### config.mk
export PLATFORM = sky130hd
export DESIGN_NAME = decode_stage_flat
export DESIGN_NICKNAME = d
export VERILOG_FILES = /design/src/rtl/decode_stage_if.sv /design/src/rtl/decode_stage.sv /design/src/flat_wrapper.sv
export SDC_FILE = /design/constraint.sdc
export NUM_CORES = 2
export LEC_CHECK = 0
export CORE_ASPECT_RATIO = 1.5
export CORE_MARGIN = 2
export CORE_UTILIZATION = 50
export DETAILED_ROUTE_END_ITERATION = 8
export DONT_BUFFER_PORTS = 1
export REMOVE_ABC_BUFFERS = 1
export SLEW_MARGIN = 30
export SYNTH_ARGS = -nofsm -noshare
export SYNTH_HDL_FRONTEND = slang
export SYNTH_SLANG_ARGS = --single-unit
### constraint.sdc
create_clock -name clk -period 14.4 [get_ports clk]
set_input_delay 4.32 -clock clk [delete_from_list [all_inputs] [get_ports clk]]
set_output_delay 4.32 -clock clk [all_outputs]
set_load 0.02 [all_outputs]
### src/rtl/decode_stage_if.sv
// decode_stage_if: the signal bundle between the decode stage and its neighbours.
//
// The bundle covers these groups:
//   - Fetch and hazard side: en_d, instr_f, pc4_f.
//   - Write-back side: wb_we, wb_addr, wb_data.
//   - Forwarding unit: fwd_rs_sel, fwd_rt_sel, fwd_e_data, fwd_m_data.
//   - Decode results: instr_d, pc4_d, rs_data_d, rt_data_d, gpr_rs,
//     ext_imm, ext_index, pc_src.
//
// The pipeline fabric drives its side through the master modport.
// The decode stage uses the slave modport.
interface decode_stage_if;
  logic        en_d;
  logic [31:0] instr_f;
  logic [31:0] pc4_f;
  logic        wb_we;
  logic [4:0]  wb_addr;
  logic [31:0] wb_data;
  logic [1:0]  fwd_rs_sel;
  logic [1:0]  fwd_rt_sel;
  logic [31:0] fwd_e_data;
  logic [31:0] fwd_m_data;
  logic [31:0] instr_d;
  logic [31:0] pc4_d;
  logic [31:0] rs_data_d;
  logic [31:0] rt_data_d;
  logic [31:0] gpr_rs;
  logic [31:0] ext_imm;
  logic [31:0] ext_index;
  logic [1:0]  pc_src;

  modport master (
    output en_d, instr_f, pc4_f, wb_we, wb_addr, wb_data,
           fwd_rs_sel, fwd_rt_sel, fwd_e_data, fwd_m_data,
    input  instr_d, pc4_d, rs_data_d, rt_data_d, gpr_rs,
           ext_imm, ext_index, pc_src
  );

  modport slave (
    input  en_d, instr_f, pc4_f, wb_we, wb_addr, wb_data,
           fwd_rs_sel, fwd_rt_sel, fwd_e_data, fwd_m_data,
    output instr_d, pc4_d, rs_data_d, rt_data_d, gpr_rs,
           ext_imm, ext_index, pc_src
  );
endinterface

### src/rtl/decode_stage.sv
// decode_stage: the D stage of the five-stage MIPS pipeline.
//
// The stage contains:
//   - The IF/ID register.
//   - The 32x32 register file, with a write-to-read bypass.
//   - D-stage operand forwarding.
//   - Early branch and jump resolution.
//
// Branches and jumps have one delay slot, so nothing is flushed here.
//
// Ports:
//   clk   - rising-edge clock.
//   reset - synchronous, active-high reset.
//   dif   - decode_stage_if slave modport (all data and control signals).
module decode_stage #(
  parameter logic [31:0] RESET_PC4 = 32'h0000_3004
) (
  input logic           clk,
  input logic           reset,
  decode_stage_if.slave dif
);

  localparam logic [5:0] OP_SPECIAL = 6'b000000;
  localparam logic [5:0] OP_J       = 6'b000010;
  localparam logic [5:0] OP_JAL     = 6'b000011;
  localparam logic [5:0] OP_BEQ     = 6'b000100;
  localparam logic [5:0] OP_BNE     = 6'b000101;
  localparam logic [5:0] FN_JR      = 6'b001000;

  localparam logic [1:0] PCS_SEQ    = 2'd0;
  localparam logic [1:0] PCS_BRANCH = 2'd1;
  localparam logic [1:0] PCS_JUMP   = 2'd2;
  localparam logic [1:0] PCS_JR     = 2'd3;

  // Sign-extends a 16-bit immediate. The fetch stage applies the <<2.
  function automatic logic [31:0] sign_ext16(input logic [15:0] v);
    return {{16{v[15]}}, v};
  endfunction

  // Selects one operand source. Encoding 3 is reserved and falls back to the register file.
  function automatic logic [31:0] fwd_mux(input logic [1:0]  sel,
                                          input logic [31:0] rf_val,
                                          input logic [31:0] e_val,
                                          input logic [31:0] m_val);
    case (sel)
      2'd1:    return e_val;
      2'd2:    return m_val;
      default: return rf_val;
    endcase
  endfunction

  logic [31:0] instr_r;
  logic [31:0] pc4_r;
  logic [31:0] gpr_r [32];

  logic [4:0]  rs_addr_s;
  logic [4:0]  rt_addr_s;
  logic [5:0]  opcode_s;
  logic [5:0]  funct_s;
  logic [31:0] rf_rs_s;
  logic [31:0] rf_rt_s;
  logic [31:0] rs_val_s;
  logic [31:0] rt_val_s;
  logic [1:0]  pc_src_s;
  logic        wb_hit_s;

  assign rs_addr_s = instr_r[25:21];
  assign rt_addr_s = instr_r[20:16];
  assign opcode_s  = instr_r[31:26];
  assign funct_s   = instr_r[5:0];

  // An active write to a non-zero register. Both the write port and the bypass use it.
  assign wb_hit_s  = dif.wb_we && (dif.wb_addr != 5'd0);

  // IF/ID pipeline register. It holds while en_d is low.
  always_ff @(posedge clk) begin
    if (reset) begin
      instr_r <= 32'h0000_0000;
      pc4_r   <= RESET_PC4;
    end else if (dif.en_d) begin
      instr_r <= dif.instr_f;
      pc4_r   <= dif.pc4_f;
    end else begin
      instr_r <= instr_r;
      pc4_r   <= pc4_r;
    end
  end

  // Register file write port. Reset wins over a pending write. $0 is never written.
  always_ff @(posedge clk) begin
    if (reset) begin
      for (int i = 0; i < 32; i++) begin
        gpr_r[i] <= 32'h0000_0000;
      end
    end else if (wb_hit_s) begin
      gpr_r[dif.wb_addr] <= dif.wb_data;
    end else begin
      gpr_r <= gpr_r;
    end
  end

  // Register file read ports with the write-to-read bypass. $0 always reads zero.
  always_comb begin
    rf_rs_s = 32'h0000_0000;
    rf_rt_s = 32'h0000_0000;
    if (rs_addr_s == 5'd0) begin
      rf_rs_s = 32'h0000_0000;
    end else if (wb_hit_s && (dif.wb_addr == rs_addr_s)) begin
      rf_rs_s = dif.wb_data;
    end else begin
      rf_rs_s = gpr_r[rs_addr_s];
    end
    if (rt_addr_s == 5'd0) begin
      rf_rt_s = 32'h0000_0000;
    end else if (wb_hit_s && (dif.wb_addr == rt_addr_s)) begin
      rf_rt_s = dif.wb_data;
    end else begin
      rf_rt_s = gpr_r[rt_addr_s];
    end
  end

  assign rs_val_s = fwd_mux(dif.fwd_rs_sel, rf_rs_s, dif.fwd_e_data, dif.fwd_m_data);
  assign rt_val_s = fwd_mux(dif.fwd_rt_sel, rf_rt_s, dif.fwd_e_data, dif.fwd_m_data);

  // Early next-PC resolution. This is re-evaluated every cycle, including during a stall.
  always_comb begin
    pc_src_s = PCS_SEQ;
    case (opcode_s)
      OP_BEQ:     pc_src_s = (rs_val_s == rt_val_s) ? PCS_BRANCH : PCS_SEQ;
      OP_BNE:     pc_src_s = (rs_val_s != rt_val_s) ? PCS_BRANCH : PCS_SEQ;
      OP_J,
      OP_JAL:     pc_src_s = PCS_JUMP;
      OP_SPECIAL: begin
        if (funct_s == FN_JR) begin
          pc_src_s = PCS_JR;
        end else begin
          pc_src_s = PCS_SEQ;
        end
      end
      default:    pc_src_s = PCS_SEQ;
    endcase
  end

  assign dif.instr_d   = instr_r;
  assign dif.pc4_d     = pc4_r;
  assign dif.rs_data_d = rs_val_s;
  assign dif.rt_data_d = rt_val_s;
  assign dif.gpr_rs    = rs_val_s;
  assign dif.ext_imm   = sign_ext16(instr_r[15:0]);
  assign dif.ext_index = {pc4_r[31:28], instr_r[25:0], 2'b00};
  assign dif.pc_src    = pc_src_s;

endmodule

### src/flat_wrapper.sv
// flat-port wrapper written by rule: the top's interface ports become plain ports
module decode_stage_flat 
#(
  parameter logic [31:0] RESET_PC4 = 32'h0000_3004
)
  (clk, reset, dif_en_d, dif_instr_f, dif_pc4_f, dif_wb_we, dif_wb_addr, dif_wb_data, dif_fwd_rs_sel, dif_fwd_rt_sel, dif_fwd_e_data, dif_fwd_m_data, dif_instr_d, dif_pc4_d, dif_rs_data_d, dif_rt_data_d, dif_gpr_rs, dif_ext_imm, dif_ext_index, dif_pc_src);
  decode_stage_if dif_i ();
  input logic clk;
  input logic reset;
  input wire logic [$bits(dif_i.en_d)-1:0] dif_en_d;
  input wire logic [$bits(dif_i.instr_f)-1:0] dif_instr_f;
  input wire logic [$bits(dif_i.pc4_f)-1:0] dif_pc4_f;
  input wire logic [$bits(dif_i.wb_we)-1:0] dif_wb_we;
  input wire logic [$bits(dif_i.wb_addr)-1:0] dif_wb_addr;
  input wire logic [$bits(dif_i.wb_data)-1:0] dif_wb_data;
  input wire logic [$bits(dif_i.fwd_rs_sel)-1:0] dif_fwd_rs_sel;
  input wire logic [$bits(dif_i.fwd_rt_sel)-1:0] dif_fwd_rt_sel;
  input wire logic [$bits(dif_i.fwd_e_data)-1:0] dif_fwd_e_data;
  input wire logic [$bits(dif_i.fwd_m_data)-1:0] dif_fwd_m_data;
  output wire logic [$bits(dif_i.instr_d)-1:0] dif_instr_d;
  output wire logic [$bits(dif_i.pc4_d)-1:0] dif_pc4_d;
  output wire logic [$bits(dif_i.rs_data_d)-1:0] dif_rs_data_d;
  output wire logic [$bits(dif_i.rt_data_d)-1:0] dif_rt_data_d;
  output wire logic [$bits(dif_i.gpr_rs)-1:0] dif_gpr_rs;
  output wire logic [$bits(dif_i.ext_imm)-1:0] dif_ext_imm;
  output wire logic [$bits(dif_i.ext_index)-1:0] dif_ext_index;
  output wire logic [$bits(dif_i.pc_src)-1:0] dif_pc_src;
  assign dif_i.en_d = dif_en_d;
  assign dif_i.instr_f = dif_instr_f;
  assign dif_i.pc4_f = dif_pc4_f;
  assign dif_i.wb_we = dif_wb_we;
  assign dif_i.wb_addr = dif_wb_addr;
  assign dif_i.wb_data = dif_wb_data;
  assign dif_i.fwd_rs_sel = dif_fwd_rs_sel;
  assign dif_i.fwd_rt_sel = dif_fwd_rt_sel;
  assign dif_i.fwd_e_data = dif_fwd_e_data;
  assign dif_i.fwd_m_data = dif_fwd_m_data;
  assign dif_instr_d = dif_i.instr_d;
  assign dif_pc4_d = dif_i.pc4_d;
  assign dif_rs_data_d = dif_i.rs_data_d;
  assign dif_rt_data_d = dif_i.rt_data_d;
  assign dif_gpr_rs = dif_i.gpr_rs;
  assign dif_ext_imm = dif_i.ext_imm;
  assign dif_ext_index = dif_i.ext_index;
  assign dif_pc_src = dif_i.pc_src;
  decode_stage #(.RESET_PC4(RESET_PC4)) u_core (.clk(clk), .reset(reset), .dif(dif_i));
endmodule
==> flow_metrics.tcl <==
set metrics [dict create \
    status "complete, but fails checks" \
    violations "slew limit" \
    synth_ff_type "dfxtp_1" \
    dr.pass1.iters 8 \
    num_vias 54306 \
    async_flop_share 0 \
    cpPeakStageDelay_ns 0.75 \
    drt_iter0_markers 9595 \
    worstPathCellList "or3_1 > o311ai_1 > nor2_4 > buf_4 > a211o_1 > a31oi_2 > xnor2_1 > nand4_1 > nor4_1 > nand4_1 > xor2_1 > o21ai_1 > buf_4" \
    hold_viol 0 \
    clockBufferDepth 3 \
    fill_cells 10478 \
    die_w_um 280 \
    ys_types 84 \
    clkTransAtPathRegs_ns 0.06 \
    powerDensity_mw_per_mm2 114 \
    coreArea_mm2 0.114 \
    fin_nets 6359 \
    grt_pass1_wl_mm 376 \
    dp_hpwl_mm 156 \
    grt_max_degree 1089 \
    critPathRequiredTime_ns 10.08 \
    setup_viol 0 \
    vdd_drop_max_uv 98.2 \
    holdCritPathClass "reg -> reg" \
    die-area_mm2 0.117 \
    fmax_ghz 0.0734 \
    p_comb_frac 0.121 \
    ff2ff_setup_slack_ns 12.12 \
    synth_edf_count 0 \
    cts_made_buffers 106 \
    slew_violations 17 \
    power_leakage_uw 0.0192 \
    cts.sinks 1088 \
    viasPerCell 7.00 \
    initial_utilization 0.502 \
    track_usage 0.453 \
    multi_input_area_mm2 0.0323 \
    grt_overflow 0 \
    arrival_ns 9.30 \
    startpoint_type "input port" \
    ant_nets 0 \
    layout.area.seq_mm2 0.0218 \
    drive_above_1_share 0.145 \
    whs_ns 0.466 \
    post_cts_buffers 0 \
    gp_congestion 0.987 \
    reg2reg_from "u_core.dif.instr_d[21]" \
    drc 0 \
    worstRegToRegCells 4 \
    min_from "u_core.gpr_r[21]" \
    maxCapViolCount 0 \
    worst-setup-path-type "in -> out" \
    switching_share 0.289 \
    max_slew.worst_pin.slew_ns 1.51 \
    critical_path.max_fanout 16 \
    postSynthCellCount 6699 \
    cp-end-kind "output port" \
    yosysWarnings 0 \
    layout_setup_ws_ns 0.777 \
    ys_seq_area_frac 0.380 \
    tns_ns 0 \
    period_share 0.946 \
    internal_power_uw 4960 \
    htree_levels 3 \
    postCtsHoldBufs 0 \
    slowest_stage "a31oi_2" \
    cts_resized 0 \
    ys_ff_latch 1088 \
    dp_slack_ns 1.16 \
    routedWlPerCell_um 35.2 \
    p_sw_uw 2010 \
    fin_skew_ns 0 \
    rr_endpoint "u_core.dif.instr_d[21]" \
    grt_pass1_vias 49606 \
    rsz0062_at_grt "no" \
    area_growth_syn_to_layout_pct 6.58 \
    period_needed_ns 13.62 \
    netlist_area_mm2 0.0573 \
    cts.root.buffer_cell "clkbuf_16" \
    avgSynthCellArea_um2 8.56 \
    io_buffer_count 0 \
    antenna_found_initial 23 \
    final_util 0.536 \
    totalWireLength_mm 273 \
    power.total_uw 6970 \
    cts_tree "yes" \
    insertion_delay_ns 0.77 \
    num_rows 152 \
    io_pins 399 \
    seqPwrFrac 0.446 \
    worstHoldPathCells 2 \
    die_h_um 419 \
    whs_endpoint "u_core.gpr_r[21]" \
    clkPwrFrac 0.433 \
    max_slew_margin -0.00348 \
]
-- routing by layer --
layer / global-route usage / vias up / wire, um
li1: - / 22294 / -
met1: 0.534 / 26017 / 90300
met2: 0.648 / 4655 / 114000
met3: 0.178 / 1330 / 41900
met4: 0.371 / 10 / 27100
met5: 0.00799 / - / 198
-- sequential cells by signal (all words and copies together) (netlist names) --
signal              cells
u_core.dif.instr_d     32
u_core.dif.pc4_d       32
u_core.gpr_r         1024
-- worst max-delay path: cells and delay by family --
kind | cells | cell delay, ns
xor+xnor | 2 | 0.74
simple gates | 5 | 1.97
buf+inv | 2 | 0.46
compound gates | 4 | 1.80
-- power by group through the flow --
| stage | combinational, uW | sequential, uW | clock, uW |
|---|---|---|---|
| 6_report | 847 | 3110 | 3020 |
| 3_5_place_dp | 741 | 3170 | 0 |
| 2_1_floorplan | 422 | 3220 | 0 |
| 3_3_place_gp | 732 | 3180 | 0 |
| 5_1_grt | 845 | 3110 | 3130 |
| 4_1_cts | 743 | 3110 | 3010 |
-- cell usage after synthesis, drive strengths merged (5+ instances only) --
library cell / instances / area (um^2)
nor3: 14 / 70.1
or3: 6 / 37.5
a21oi: 1058 / 5300
a221o: 35 / 350
dfxtp: 1088 / 21800
xnor2: 33 / 289
nand3: 30 / 150
a2111oi: 13 / 139
clkbuf: 520 / 1970
inv: 11 / 41.3
a211oi: 21 / 158
mux2: 38 / 428
a22o: 10 / 87.6
o2111ai: 5 / 43.8
or3b: 6 / 52.6
a21o: 6 / 45.0
or2: 5 / 31.3
a22oi: 88 / 661
o211ai: 6 / 45.0
nand4: 15 / 93.8
nor2: 183 / 689
nand3b: 6 / 45.0
o21ai: 52 / 260
a211o: 14 / 123
mux4: 398 / 8960
nand2: 2117 / 7950
o22ai: 65 / 419
and3: 9 / 56.3
nor2b: 50 / 313
nand2b: 14 / 87.6
a221oi: 47 / 412
mux2i: 312 / 3120
buf: 265 / 1800
nor4: 11 / 68.8
nor3b: 6 / 50.1
a31oi: 23 / 144
xor2: 9 / 78.8
and3b: 6 / 52.6
o21a: 6 / 45.0
o221ai: 36 / 315
and2: 11 / 71.3
-- layout make-up --
cell class                      instances  share of cell area
Multi-Input combinational cell       4815               0.529
Sequential cell                      1088               0.357
Clock buffer                          138              0.0475
Tap cell                             1463              0.0300
Timing Repair Buffer                  159              0.0230
Clock inverter                         63              0.0121
Inverter                               12            0.000737
Antenna cell                           17            0.000696
-- logic make-up after synthesis --
| logic type | share of synthesized area |
|---|---|
| and+or+nand+nor | 0.173 |
| other | 0.0000654 |
| DFF | 0.380 |
| AOI/OAI and AO/OA | 0.155 |
| buffers and inverters | 0.0665 |
| xor gates and xnor gates | 0.00642 |
| adders and majority gates | 0.000873 |
| muxes | 0.218 |
-- how the worst max path moves through the flow --
stage                                       from             to  cells past startpoint  slack, ns
after floorplan           u_core.dif.instr_d[21]  dif_pc_src[0]                     11      -4.71
after global placement            dif_wb_addr[4]  dif_pc_src[0]                     13       1.13
after detailed placement          dif_wb_addr[4]  dif_pc_src[0]                     13       1.16
final                             dif_wb_addr[4]  dif_pc_src[0]                     13       0.78
after CTS                         dif_wb_addr[4]  dif_pc_src[0]                     13       1.13
after global routing              dif_wb_addr[4]  dif_pc_src[0]                     13       0.83
-- cells in the final DEF (no fill, tap or decap), types with 35 or more instances in the layout --
master	n
o221ai_1	36
a22oi_1	88
nand2_1	2085
mux2_2	38
nor2b_1	47
o22ai_1	63
mux4_2	398
mux2i_1	312
a221o_1	35
buf_4	147
nor2_1	144
a21oi_1	1058
o21ai_0	47
a221oi_1	47
dfxtp_1	1077
clkbuf_16	106
-- through the flow --
| step | cell area, um^2 | instances |
|---|---|---|
| 2_1_floorplan | 53600 | 5915 |
| 3_3_place_gp | 57100 | 7529 |
| 3_5_place_dp | 57200 | 7531 |
| 4_1_cts | 60900 | 7732 |
| 5_1_grt | 61100 | 7749 |
| 6_report | 61100 | 7755 |
(Power assumes the default switching activity.)
